**src/rtl/launchpad_pkg.sv**
```systemverilog
// Shared types and helpers for the 4x4 launchpad keypad scanner.
package launchpad_pkg;

  localparam int unsigned NUM_ROWS = 4;
  localparam int unsigned NUM_COLS = 4;

  typedef enum logic [1:0] {IDLE, DEB_PRESS, PRESSED, DEB_RELEASE} state_e;
  typedef enum logic [1:0] {NONE, SINGLE, MULTI} scan_e;

  // Number of active-low (pressed) bits in one column sample.
  function automatic logic [2:0] count_low(input logic [NUM_ROWS-1:0] rows);
    count_low = '0;
    for (int unsigned i = 0; i < NUM_ROWS; i++) begin
      count_low = count_low + {2'b00, ~rows[i]};
    end
  endfunction

  // Index of the lowest-numbered low row bit.
  function automatic logic [1:0] first_low(input logic [NUM_ROWS-1:0] rows);
    first_low = '0;
    for (int unsigned i = NUM_ROWS; i > 0; i--) begin
      if (!rows[i-1]) first_low = 2'(i - 1);
    end
  endfunction

endpackage

```
**src/rtl/keypad_decode.sv**
```systemverilog
// Grid position {y,x} to hex key code for the launchpad keypad.
module keypad_decode
  import launchpad_pkg::*;
(
  input  logic [3:0] i_yx,
  output logic [3:0] o_hex
);

  always_comb begin
    o_hex = 4'h0;
    unique case (i_yx)
      4'd0:  o_hex = 4'h1;
      4'd1:  o_hex = 4'h2;
      4'd2:  o_hex = 4'h3;
      4'd3:  o_hex = 4'hA;
      4'd4:  o_hex = 4'h4;
      4'd5:  o_hex = 4'h5;
      4'd6:  o_hex = 4'h6;
      4'd7:  o_hex = 4'hB;
      4'd8:  o_hex = 4'h7;
      4'd9:  o_hex = 4'h8;
      4'd10: o_hex = 4'h9;
      4'd11: o_hex = 4'hC;
      4'd12: o_hex = 4'h0;
      4'd13: o_hex = 4'hF;
      4'd14: o_hex = 4'hE;
      4'd15: o_hex = 4'hD;
      default: o_hex = 4'h0;
    endcase
  end

endmodule

```
**src/rtl/launchpad_scanner.sv**
```systemverilog
// Column-scanning keypad controller: synchronizes rows, classifies each
// 4-column frame and debounces presses/releases into key events.
module launchpad_scanner
  import launchpad_pkg::*;
#(
  parameter int unsigned SCAN_DIV = 1000,
  parameter int unsigned DEBOUNCE = 4
) (
  input  logic       clk,
  input  logic       reset,
  output logic [3:0] col_drive,
  input  logic [3:0] row_in,
  output logic       key_valid,
  output logic [3:0] key_val,
  output logic       key_down
);

  localparam int unsigned DW = (SCAN_DIV > 1) ? $clog2(SCAN_DIV) : 1;
  localparam int unsigned CW = $clog2(DEBOUNCE + 1);

  logic [3:0]    r_sync1, r_sync2;
  logic [DW-1:0] r_dwell;
  logic [1:0]    r_col;
  logic [1:0]    r_nlow;
  logic [3:0]    r_pos;
  state_e        r_state;
  logic [CW-1:0] r_cnt;
  logic [3:0]    r_cand;
  logic          r_key_valid;
  logic [3:0]    r_key_val;
  logic          r_key_down;

  logic          w_sample, w_frame_end, w_cnt_done;
  logic [2:0]    w_col_low, w_total;
  logic [1:0]    w_base, w_nlow_nxt;
  logic [3:0]    w_pos_nxt, w_dec_in, w_dec_val;
  logic [CW-1:0] w_cnt_inc;
  scan_e         w_scan;

  always_comb begin
    col_drive        = '1;
    col_drive[r_col] = 1'b0;
  end

  assign key_valid = r_key_valid;
  assign key_val   = r_key_val;
  assign key_down  = r_key_down;

  assign w_sample    = (r_dwell == DW'(SCAN_DIV - 1));
  assign w_frame_end = w_sample && (r_col == 2'd3);

  // Frame accumulator: column 0 starts a fresh count, saturating at 2 (MULTI).
  assign w_col_low  = count_low(r_sync2);
  assign w_base     = (r_col == 2'd0) ? 2'd0 : r_nlow;
  assign w_total    = {1'b0, w_base} + w_col_low;
  assign w_nlow_nxt = (w_total >= 3'd2) ? 2'd2 : w_total[1:0];
  assign w_pos_nxt  = (w_base == 2'd0 && w_col_low == 3'd1) ?
                      {first_low(r_sync2), r_col} : r_pos;

  always_comb begin
    w_scan = MULTI;
    if (w_total == 3'd0)      w_scan = NONE;
    else if (w_total == 3'd1) w_scan = SINGLE;
  end

  assign w_cnt_inc  = r_cnt + 1'b1;
  assign w_cnt_done = (w_cnt_inc == CW'(DEBOUNCE));

  // In IDLE the candidate is being loaded this edge, so decode the new key
  // directly; in DEB_PRESS an accept only happens when it equals r_cand.
  assign w_dec_in = (r_state == IDLE) ? w_pos_nxt : r_cand;

  keypad_decode u_decode (
    .i_yx  (w_dec_in),
    .o_hex (w_dec_val)
  );

  always_ff @(posedge clk) begin
    if (reset) begin
      r_sync1     <= '1;
      r_sync2     <= '1;
      r_dwell     <= '0;
      r_col       <= '0;
      r_nlow      <= '0;
      r_pos       <= '0;
      r_state     <= IDLE;
      r_cnt       <= '0;
      r_cand      <= '0;
      r_key_valid <= 1'b0;
      r_key_val   <= '0;
      r_key_down  <= 1'b0;
    end else begin
      r_sync1     <= row_in;
      r_sync2     <= r_sync1;
      r_key_valid <= 1'b0;

      if (w_sample) begin
        r_dwell <= '0;
        r_col   <= r_col + 1'b1;
        r_nlow  <= w_nlow_nxt;
        r_pos   <= w_pos_nxt;
      end else begin
        r_dwell <= r_dwell + 1'b1;
      end

      if (w_frame_end) begin
        unique case (r_state)
          IDLE: begin
            if (w_scan == SINGLE) begin
              r_cand <= w_pos_nxt;
              if (DEBOUNCE == 1) begin
                r_key_val   <= w_dec_val;
                r_key_valid <= 1'b1;
                r_key_down  <= 1'b1;
                r_cnt       <= '0;
                r_state     <= PRESSED;
              end else begin
                r_cnt   <= CW'(1);
                r_state <= DEB_PRESS;
              end
            end
          end
          DEB_PRESS: begin
            if (w_scan == SINGLE) begin
              if (w_pos_nxt == r_cand) begin
                if (w_cnt_done) begin
                  r_key_val   <= w_dec_val;
                  r_key_valid <= 1'b1;
                  r_key_down  <= 1'b1;
                  r_cnt       <= '0;
                  r_state     <= PRESSED;
                end else begin
                  r_cnt <= w_cnt_inc;
                end
              end else begin
                r_cand <= w_pos_nxt;
                r_cnt  <= CW'(1);
              end
            end else begin
              r_cnt   <= '0;
              r_state <= IDLE;
            end
          end
          PRESSED: begin
            if (w_scan == NONE) begin
              if (DEBOUNCE == 1) begin
                r_key_down <= 1'b0;
                r_cnt      <= '0;
                r_state    <= IDLE;
              end else begin
                r_cnt   <= CW'(1);
                r_state <= DEB_RELEASE;
              end
            end
          end
          DEB_RELEASE: begin
            if (w_scan == NONE) begin
              if (w_cnt_done) begin
                r_key_down <= 1'b0;
                r_cnt      <= '0;
                r_state    <= IDLE;
              end else begin
                r_cnt <= w_cnt_inc;
              end
            end else begin
              r_cnt   <= '0;
              r_state <= PRESSED;
            end
          end
          default: r_state <= IDLE;
        endcase
      end
    end
  end

endmodule
```
**config.mk**
```make
export PLATFORM = sky130hd
export DESIGN_NAME = launchpad_scanner
export DESIGN_NICKNAME = d
export VERILOG_FILES = /design/src/rtl/launchpad_pkg.sv /design/src/rtl/keypad_decode.sv /design/src/rtl/launchpad_scanner.sv
export SDC_FILE = /design/constraint.sdc
export NUM_CORES = 1
export LEC_CHECK = 0
export CELL_PAD_IN_SITES_DETAIL_PLACEMENT = 1
export CELL_PAD_IN_SITES_GLOBAL_PLACEMENT = 2
export CORE_MARGIN = 2
export CORE_UTILIZATION = 30
export CTS_CLUSTER_DIAMETER = 100
export DETAILED_ROUTE_END_ITERATION = 8
export PLACE_DENSITY_LB_ADDON = 0.1
export SLEW_MARGIN = 10
export SYNTH_ARGS = -nofsm -noshare
export SYNTH_HDL_FRONTEND = slang
export SYNTH_SLANG_ARGS = --single-unit
```
**constraint.sdc**
```tcl
create_clock -name clk -period 5.6 [get_ports clk]
set_input_delay 1.12 -clock clk [delete_from_list [all_inputs] [get_ports clk]]
set_output_delay 1.12 -clock clk [all_outputs]
set_load 0.005 [all_outputs]
```
==> out/metrics.cfg <==
[floorplan]
num_io_pins = 16
die-area_um2 = 8740
fp.dieW_um = 93.5
rows = 32
die_y_um = 93.5
initial_core_util_pct = 31.1
coreArea_um2 = 7730

[placement]
hpwl_mm = 4.50
dpl_worst_slack_ns = 1.71
place_area_um2 = 2640
portBuffers = 15
gp_congestion = 0.776

[worst_setup_path]
critPathCaptureType = flip-flop
worstPathMaxFanout = 6
cp-start-kind = flip-flop
arrival_ns = 4.09
cp.required_ns = 5.81
r2r_cells = 14
criticalPathCategory = reg2reg
r2r_slack_ns = 1.71

[logic_synthesis]
ys_warn_count = 0
netlist_area_um2 = 2400
ys_seq_area_share_pct = 34.1
ys_top_cells_by_area = dfxtp_1 34%, ha_1 7.3%, nor2_1 5.5%, nand3_1 3.7%, a211oi_1 3.1%
syn-instance-count = 282
async_reset_ff_share_pct = 0
syn_area_per_cell_um2 = 8.52
syn-num-nets = 304
synth_top_area_share_pct = 34.1
synth_top_cell_by_area = dfxtp_1
ys_types = 59
ys.flop_type = dfxtp_1
synth-edff-count = 0
ys_ff_latch = 41

[power]
p_total_w = 0.000561
ir_worst_vdd_v = 0.0000928
p_leak_nw = 1.07
p_per_area_nw_per_um2 = 206

[route]
wl_per_cell_um = 14.8
viasPerCell = 5.15
drtIter0Drc = 44
drt-total-wl_mm = 5.90
vias = 2055
drc_errors = 0
dr.pass1.iters = 4
ant_nets = 0

[timing]
worst_pin_slew_ns = 0.829
maxClockFrequency_ghz = 0.257
final.period_utilization_pct = 69.4
hold_viol = 0
slew_violations = 0
setup_ws_ns = 1.71
finalSetupViolCount = 0
fin_skew_ns = 0.0143
holdWs_ns = 0.410
finalCriticalPeriod_ns = 3.89
finalSetupTns_ns = 0
rsz0062_at_grt = false
slew_headroom_pct = 43.9

[final_layout]
nFillCells = 920
area_delta_synth_final_pct = 13.5
n_antenna_cell = 0
drive_gt1_share_pct = 11.1
final_common_cell = dfxtp_1
layout_common_cells = 41 x dfxtp_1, 35 x nor2_1, 19 x inv_1
multi_input_area_um2 = 1460
ff_latch_area_um2 = 821
nets = 319
fin_area_um2 = 2730

[cts]
postCtsSetupBuffers = 0
cts_tree = done
cts-root-buf = clkbuf_8
cts_sinks = 41
postCtsHoldBufs = 0
cts_buffers = 5
htree_levels = 2
clk_path_buf_depth = 2
clk_pin_slew_ns = 0.07
clk_latency_ns = 0.29
cts_resized = 0

[global_routing]
grt_overflow_total = 0
grt_usage_pct = 14.7
grt_pass1_wl_mm = 10.2
grt_pass1_vias = 2117
antenna_found_initial = 0
grt_max_degree = 34

[min_path]
min_path_type = reg2reg
hold_depth = 1

[outcome]
outcome = completed

[job]
timing.max_cap.violations = 0

## final timing paths
check,from,endpoint
max,r_sync2[0]$_SDFF_PP1_,key_val[2]$_SDFFE_PP0P_
min,r_sync1[3]$_SDFF_PP1_,r_sync2[3]$_SDFF_PP1_
min reg2reg,r_sync1[3]$_SDFF_PP1_,r_sync2[3]$_SDFF_PP1_
max reg2reg,r_sync2[0]$_SDFF_PP1_,key_val[2]$_SDFFE_PP0P_
## layer usage
metal / vias to the layer above / track usage [%] / wire [um]
li1: 1037 / - / -
met2: 14 / 25.1 / 2820
met4: 0 / 4.90 / 88
met5: - / 0 / 0
met3: 7 / 2.58 / 95
met1: 997 / 18.7 / 2900
## critical path, cell delays in order (launching register included)
cell and delay (ns):
dfxtp_1 0.35, inv_1 0.07, fa_1 0.47, ha_1 0.20
ha_1 0.31, nor3b_1 0.62, nand3_1 0.28, a31oi_1 0.42
inv_1 0.12, ha_1 0.23, inv_1 0.08, a311oi_1 0.05
a211oi_1 0.27, nor3_1 0.09, a211oi_1 0.24
## registers in the layout, summed over array words and instances (netlist names)
name	flops
r_cand	4
key_val	4
r_nlow	2
r_cnt	3
r_col	2
r_pos	4
r_state	2
r_dwell	10
key_valid	1
r_sync2	4
r_sync1	4
key_down	1
## where the power goes
group / internal (W) / leakage [nW] / switching, W
combinational: 0.0000254 / 0.697 / 0.0000391
clock: 0.0000979 / 0.0443 / 0.0000995
sequential: 0.000296 / 0.333 / 0.00000301
total: 0.000419 / 1.07 / 0.000142
## kinds of logic (layout without fill, tap and decap cells)
family,count (synthesis),count (layout),share of synthesized area (%)
simple gates,116,116,25.0
compound gates,60,60,18.6
flops,41,41,34.1
buf+inv,28,43,5.21
fa+ha+maj,16,16,8.95
xor+xnor,13,13,4.74
mux,8,8,3.38
## cell type report
class                   instances  area share (%)
multi-input cells             213            53.4
flip-flops and latches         41            30.1
repair buffers                 17            6.05
well taps                     102            4.68
clock buffers                   7            3.16
inverters                      19            2.61
## cell usage after synthesis (all sizes together) (5+ instances only)
cell    number
nand2       15
xor2         8
a21oi        9
xnor2        5
nand3       18
o21ai        9
or2         10
ha          14
nor3         8
nor2        35
mux2i        7
a31oi        6
dfxtp       41
a211oi      10
inv         19
clkbuf       5
and3         6
## metrics by stage
step	std cells	utilization, %
after floorplan	282	-
after global placement	392	34.2
after detailed placement	392	34.2
after CTS	399	35.3
after global routing	399	35.3
final	399	35.3
No activity file was read; power rests on OpenSTA's default activity.
